<file path="src/rtl/fwd_hazard_unit.sv">
// fwd_hazard_unit: shadow-pipeline forwarding selects and load-use stall for EX/M1..Mn/WB
module fwd_hazard_unit #(
    parameter int REG_AW   = 5,
    parameter int NUM_SRC  = 2,
    parameter int LOAD_LAT = 1,
    parameter int CNT_W    = 16,
    localparam int SELW    = $clog2(LOAD_LAT + 2)
) (
    input  logic                      clk,
    input  logic                      rst_n,
    input  logic                      id_valid,
    input  logic [NUM_SRC*REG_AW-1:0] id_src,
    input  logic [NUM_SRC-1:0]        id_src_used,
    input  logic                      id_wr_en,
    input  logic [REG_AW-1:0]         id_wr_reg,
    input  logic                      id_is_load,
    input  logic                      flush,
    output logic                      stall,
    output logic [NUM_SRC*SELW-1:0]   fwd_sel,
    output logic [CNT_W-1:0]          stall_cnt
);
    localparam int NST = LOAD_LAT + 2;

    logic [NST-1:0]    s_valid, s_wr, s_load;
    logic [REG_AW-1:0] s_reg [NST];
    logic [REG_AW-1:0] ex_src [NUM_SRC];
    logic [NUM_SRC-1:0] ex_used;

    // ID stalls while any operand depends on a load whose data is not yet in WB
    always_comb begin
        stall = 1'b0;
        for (int i = 0; i < NUM_SRC; i++)
            for (int s = 0; s < LOAD_LAT; s++)
                if (id_src_used[i] && s_valid[s] && s_wr[s] && s_load[s] &&
                    s_reg[s] == id_src[i*REG_AW +: REG_AW] && id_src[i*REG_AW +: REG_AW] != '0)
                    stall = 1'b1;
        if (!id_valid || flush)
            stall = 1'b0;
    end

    // Scan oldest to youngest so the youngest usable writer overrides; loads before WB are skipped
    always_comb begin
        fwd_sel = '0;
        for (int i = 0; i < NUM_SRC; i++)
            for (int k = LOAD_LAT + 1; k >= 1; k--)
                if (s_valid[0] && ex_used[i] && s_valid[k] && s_wr[k] &&
                    s_reg[k] == ex_src[i] && ex_src[i] != '0 && !(s_load[k] && k <= LOAD_LAT))
                    fwd_sel[i*SELW +: SELW] = SELW'(k);
    end

    // Shadow pipeline advances every edge; EX gets a bubble on stall or flush
    always_ff @(posedge clk or negedge rst_n) begin
        if (!rst_n) begin
            s_valid <= '0;
            s_wr    <= '0;
            s_load  <= '0;
            ex_used <= '0;
            for (int s = 0; s < NST; s++)
                s_reg[s] <= '0;
            for (int i = 0; i < NUM_SRC; i++)
                ex_src[i] <= '0;
        end else begin
            for (int k = 1; k < NST; k++) begin
                s_valid[k] <= s_valid[k-1];
                s_wr[k]    <= s_wr[k-1];
                s_load[k]  <= s_load[k-1];
                s_reg[k]   <= s_reg[k-1];
            end
            s_valid[0] <= id_valid && !stall && !flush;
            s_wr[0]    <= id_wr_en;
            s_load[0]  <= id_is_load;
            s_reg[0]   <= id_wr_reg;
            ex_used    <= id_src_used;
            for (int i = 0; i < NUM_SRC; i++)
                ex_src[i] <= id_src[i*REG_AW +: REG_AW];
        end
    end

    // Saturating count of stalled cycles
    always_ff @(posedge clk or negedge rst_n) begin
        if (!rst_n)
            stall_cnt <= '0;
        else if (stall && stall_cnt != '1)
            stall_cnt <= stall_cnt + 1'b1;
    end
endmodule

</file>
<file path="config.mk">
export PLATFORM = sky130hd
export DESIGN_NAME = fwd_hazard_unit
export DESIGN_NICKNAME = d
export VERILOG_FILES = /design/src/rtl/fwd_hazard_unit.sv
export SDC_FILE = /design/constraint.sdc
export NUM_CORES = 1
export LEC_CHECK = 0
export ABC_AREA = 1
export BUFFER_PORTS_ARGS = -buffer_cell sky130_fd_sc_hd__buf_2
export CAP_MARGIN = 20
export CORE_AREA = 2 2 51 101
export DETAILED_ROUTE_END_ITERATION = 7
export DIE_AREA = 0 0 53 103
export GPL_TIMING_DRIVEN = 0
export PLACE_DENSITY_LB_ADDON = 0.25
export SYNTH_ARGS = -nofsm -noshare
export SYNTH_HDL_FRONTEND = slang
export SYNTH_SLANG_ARGS = --single-unit
</file>
<file path="constraint.sdc">
create_clock -name clk -period 3.5 [get_ports clk]
set_clock_uncertainty 0.2 [all_clocks]
set_input_delay 0.7 -clock clk [delete_from_list [all_inputs] [get_ports clk]]
set_output_delay 0.7 -clock clk [all_outputs]
set_load 0.1 [all_outputs]
</file>
=== Yosys cells after proc, flatten, opt, wreduce, memory -nomap -nowiden ===
Index checks and enable logic that the tools add are counted.

* Add/sub/neg operators: 1
* Equal/unequal tests: 7
* Reductions and logical operators: 42
* Muxes and demuxes: 7

{| class="wikitable"
|+ Operators by type and width
! operator !! number
|-
| $logic_and A1 B1 Y1 || 33
|-
| $eq A5 B5 Y1 || 6
|-
| $reduce_bool A5 Y1 || 4
|-
| $add A16 B1 Y16 const B || 1
|-
| $ne A16 B16 Y1 const B || 1
|-
| $mux W2 || 4
|-
| $logic_not A1 Y1 || 4
|-
| $mux W1 || 3
|-
| $logic_or A1 B1 Y1 || 1
|}

* Flip-flop bits (word level): 51
* Logic and storage cells: 67
* Output and inout port bits: 21

=== Longest topological paths before layout ===
* Word-level depth: 11
* Gate-level depth with buffers: 12

=== Least setup slack after synthesis ===
OpenSTA, ideal clock, no wires.

* Path type: flip-flop to output port
* Start: register ex_src[5] (netlist name)
* End: output fwd_sel[1]
* Setup slack: -695 ps
* Stages on the path, launching flop included: 6
* Data arrival time: 3295 ps
* Cells stage by stage: dfrtp_1 -> nor3_1 -> nand3_1 -> nand3_1 -> nor2_1 -> nor3_1

* Word-level cells in the longest chain between the ends: 5
* Elaborated cells between the ends (all ways): 10
* Classes of those cells: 2 x eq/ne; 2 x mux; 6 x reduce/logical

{| class="wikitable"
|+ RTL lines
! element !! line !! source
|-
| start: declaration || 26 || <nowiki>logic [REG_AW-1:0] ex_src [NUM_SRC];</nowiki>
|-
| start signal: indexed assignment || 75 || <nowiki>ex_src[i] <= id_src[i*REG_AW +: REG_AW];</nowiki>
|-
| $eq A5 B5 Y1 || 47 || <nowiki>s_reg[k] == ex_src[i] && ex_src[i] != '0 && !(s_load[k] && k <= LOAD_LAT))</nowiki>
|-
| $logic_and A1 B1 Y1 || 46 || <nowiki>if (s_valid[0] && ex_used[i] && s_valid[k] && s_wr[k] &&</nowiki>
|-
| $logic_and A1 B1 Y1 || 47 ||
|-
| $mux W2 / $logic_and A1 B1 Y1 (equally long branches) || 46, 47 ||
|-
| $mux W2 (*) || 46 ||
|-
| end: declaration || 19 || <nowiki>output logic [NUM_SRC*SELW-1:0] fwd_sel,</nowiki>
|}

Every way passes the cells marked *; elsewhere a longest branch is shown, timed or not.

=== Final worst setup path ===
* Start: input id_src[5]
* End: output stall

* Word-level cells in the longest chain between the ends: 5
* Elaborated cells between the ends (all ways): 6
* Classes of those cells: 1 x eq/ne; 2 x mux; 3 x reduce/logical

{| class="wikitable"
|+ RTL lines
! element !! line !! source
|-
| start: declaration || 12 || <nowiki>input logic [NUM_SRC*REG_AW-1:0] id_src,</nowiki>
|-
| $eq A5 B5 Y1 || 35 || <nowiki>s_reg[s] == id_src[i*REG_AW +: REG_AW] && id_src[i*REG_AW +: REG_AW] != '0)</nowiki>
|-
| $logic_and A1 B1 Y1 || 34 || <nowiki>if (id_src_used[i] && s_valid[s] && s_wr[s] && s_load[s] &&</nowiki>
|-
| $logic_and A1 B1 Y1 (*) || 35 ||
|-
| $mux W1 (*) || 34 ||
|-
| $mux W1 (*) || 37 || <nowiki>if (!id_valid || flush)</nowiki>
|-
| end: declaration || 18 || <nowiki>output logic stall,</nowiki>
|}

Marked as above.

==> qor.csv <==
metric;value;unit
Crit Reg-Reg Endpoint;stall_cnt[5];
Core Footprint;0.00473;mm²
postcts setup bufs;0;
peak supply drop;0.000373;V
Ys Warns;0;
htree depth;2;
power per cell area;385;mW/mm²
die area;0.00546;mm²
Longest Clk Path Bufs;2;
grt ovf;0;
sequential share of the synthesized area;0.509;
Num CTS Buffers;5;
Hold WS;0.0347;ns
max-cap viol count;0;
CTS Hold Bufs;0;
vias in the first global route;2034;
antenna violations before repair;0;
Avg WL per Cell;12.1;µm
die height;103;µm
Syn Inst Count;305;
Max Freq;332;MHz
max reg flops;16;
Residual DRC;0;
Die Wd;53;µm
Critical Path AT;2.11;ns
pin count of the biggest net entering global routing;52;
Worst R2R Setup Slack;1.66;ns
CTS root buf;clkbuf_8;
Synth Register Bits;51;
setup ws final;0.485;ns
layout cells sized above 1;0.196;
fin crit share;0.861;
Tightest Hold Check Type;in -> async;
Synth Flop Type;dfrtp_1;
CP max-delay cell;buf_2;
Final ANT Viol Nets;0;
final setup fails;0;
Cell Area, Synth;0.00251;mm²
fin nets;380;
Post-synth EDFFs;0;
RR Startpoint;stall_cnt[0];
Port Buf Inserts;43;
Layout area overhead;17.1;%
worst-skew pair later-pin latency;0.31;ns
delay of the slowest cell on the worst path;0.41;ns
crit-path leading delay family;buffers and inverters;
first-pass GRT wire length;8610;µm
RSZ-0062 raised after global routing;no;
CP Max Fanout;10;
starting density of the core;0.530;
DP HPWL;3850;µm
final-report hold violation count;0;
worst path required time;2.60;ns
reg2reg path depth;9;
post-synth cell types;26;
asr flop ratio synth;1.00;
total power;1.13;mW
clk slew on worst S/H paths;0.09;ns
number of vias per cell;5.19;
finished layout cell area;0.00293;mm²
Mapped Nets;329;
critical path's most frequent cell;nand2_1;
DR pass1 iterations;4;
crit-path cells;buf_2 > inv_1 > nand2_1 > nand2_1 > nand2_1 > nor2_1 > nand3_1 > nand2_2 > buf_6 > buf_8 > nand2_1 > inv_1 > buf_2;
fin. max-slew vios;0;
FP Rows;36;
DRT iter0 DRCs;38;
outcome;complete, no violations;
critical path class;in -> out;
leakage;1.49;nW
Final GP Congestion;0.860;
Inserted Diodes;0;
synthesized area per cell;8.22;µm²
worst-margin pin slew;0.489;ns
# IOs;44;
global-route usage over all layers;0.210;
post-cts resize count;0;
total number of vias;2150;
WL final;5010;µm
# clock sinks;51;
worst slack, placed;0.475;ns
min cycle time layout;3.01;ns
crit start category;input pin;
cell area after placement;0.00280;mm²
CTS tree;yes;
setup_tns;0;ns
crit end category;output port;
CP bufs+invs;6;
Rel. slew slack;0.676;
-- cell type report --
class,count,area [µm²]
flip-flops and latches,51,1280
multi-input cells,206,1030
plain buffers,5,43.8
fillers,456,1800
inverters,43,161
repair buffers,44,235
clock buffers,6,72.6
clock inverters,2,38.8
well taps,57,71.3
-- cell usage in the layout (no fill, tap or decap), drive strengths merged, types with 6 or more instances in the layout --
master / Yosys / routed
nor2: 35 / 35
nand3: 25 / 25
clkbuf: 0 / 6
nand2: 86 / 86
buf: 5 / 49
nand4: 25 / 25
xor2: 7 / 7
inv: 42 / 43
dfrtp: 51 / 51
xnor2: 11 / 11
-- cells in the mapped netlist (3+ instances only) --
library cell	number	area (µm²)
xor2_1	7	61.3
nor2_2	3	18.8
nor2_1	31	116
nand2_1	84	315
nand3_1	24	120
dfrtp_1	51	1280
nor3_1	5	25.0
o21ai_0	4	20.0
xnor2_1	11	96.3
a21oi_1	3	15.0
inv_2	3	11.3
inv_1	39	146
nand4_1	24	150
-- per-stage QoR --
stage | utilization | instances
floorplan | - | 305
global placement | 0.593 | 405
detailed placement | 0.593 | 405
CTS | 0.616 | 413
global route | 0.620 | 414
finish | 0.620 | 414
-- layer usage --
layer	global-route usage	routed length, µm
met2	0.341	2510
met1	0.277	2220
met3	0.0275	179
met4	0.0927	100
met5	0	0
-- power by group --
part | internal (mW) | total (mW) | switching (mW)
sequential | 0.610 | 0.629 | 0.0196
combinational | 0.0355 | 0.0890 | 0.0536
clock | 0.216 | 0.411 | 0.195
-- cell families (layout without fill, tap and decap cells) --
group | Yosys count | count (layout) | share of synthesized area
AND/OR/NAND/NOR | 177 | 177 | 0.319
flip-flops | 51 | 51 | 0.509
XOR/XNOR | 18 | 18 | 0.0629
AO/OA/AOI/OAI | 10 | 10 | 0.0220
adder cells (fa/ha/maj) | 1 | 1 | 0.00499
buffers and inverters | 48 | 100 | 0.0819
-- worst max-delay path by stage --
stage,start,endpoint,slack [ns],cells past startpoint
2_1_floorplan,s_load[1],fwd_sel[3],0.29,6
3_3_place_gp,id_src[5],stall,0.51,13
3_5_place_dp,id_src[5],stall,0.48,13
4_1_cts,id_src[5],stall,0.48,13
5_1_grt,id_src[5],stall,0.31,13
6_report,id_src[5],stall,0.49,13
No activity file was read; power rests on OpenSTA's default activity.
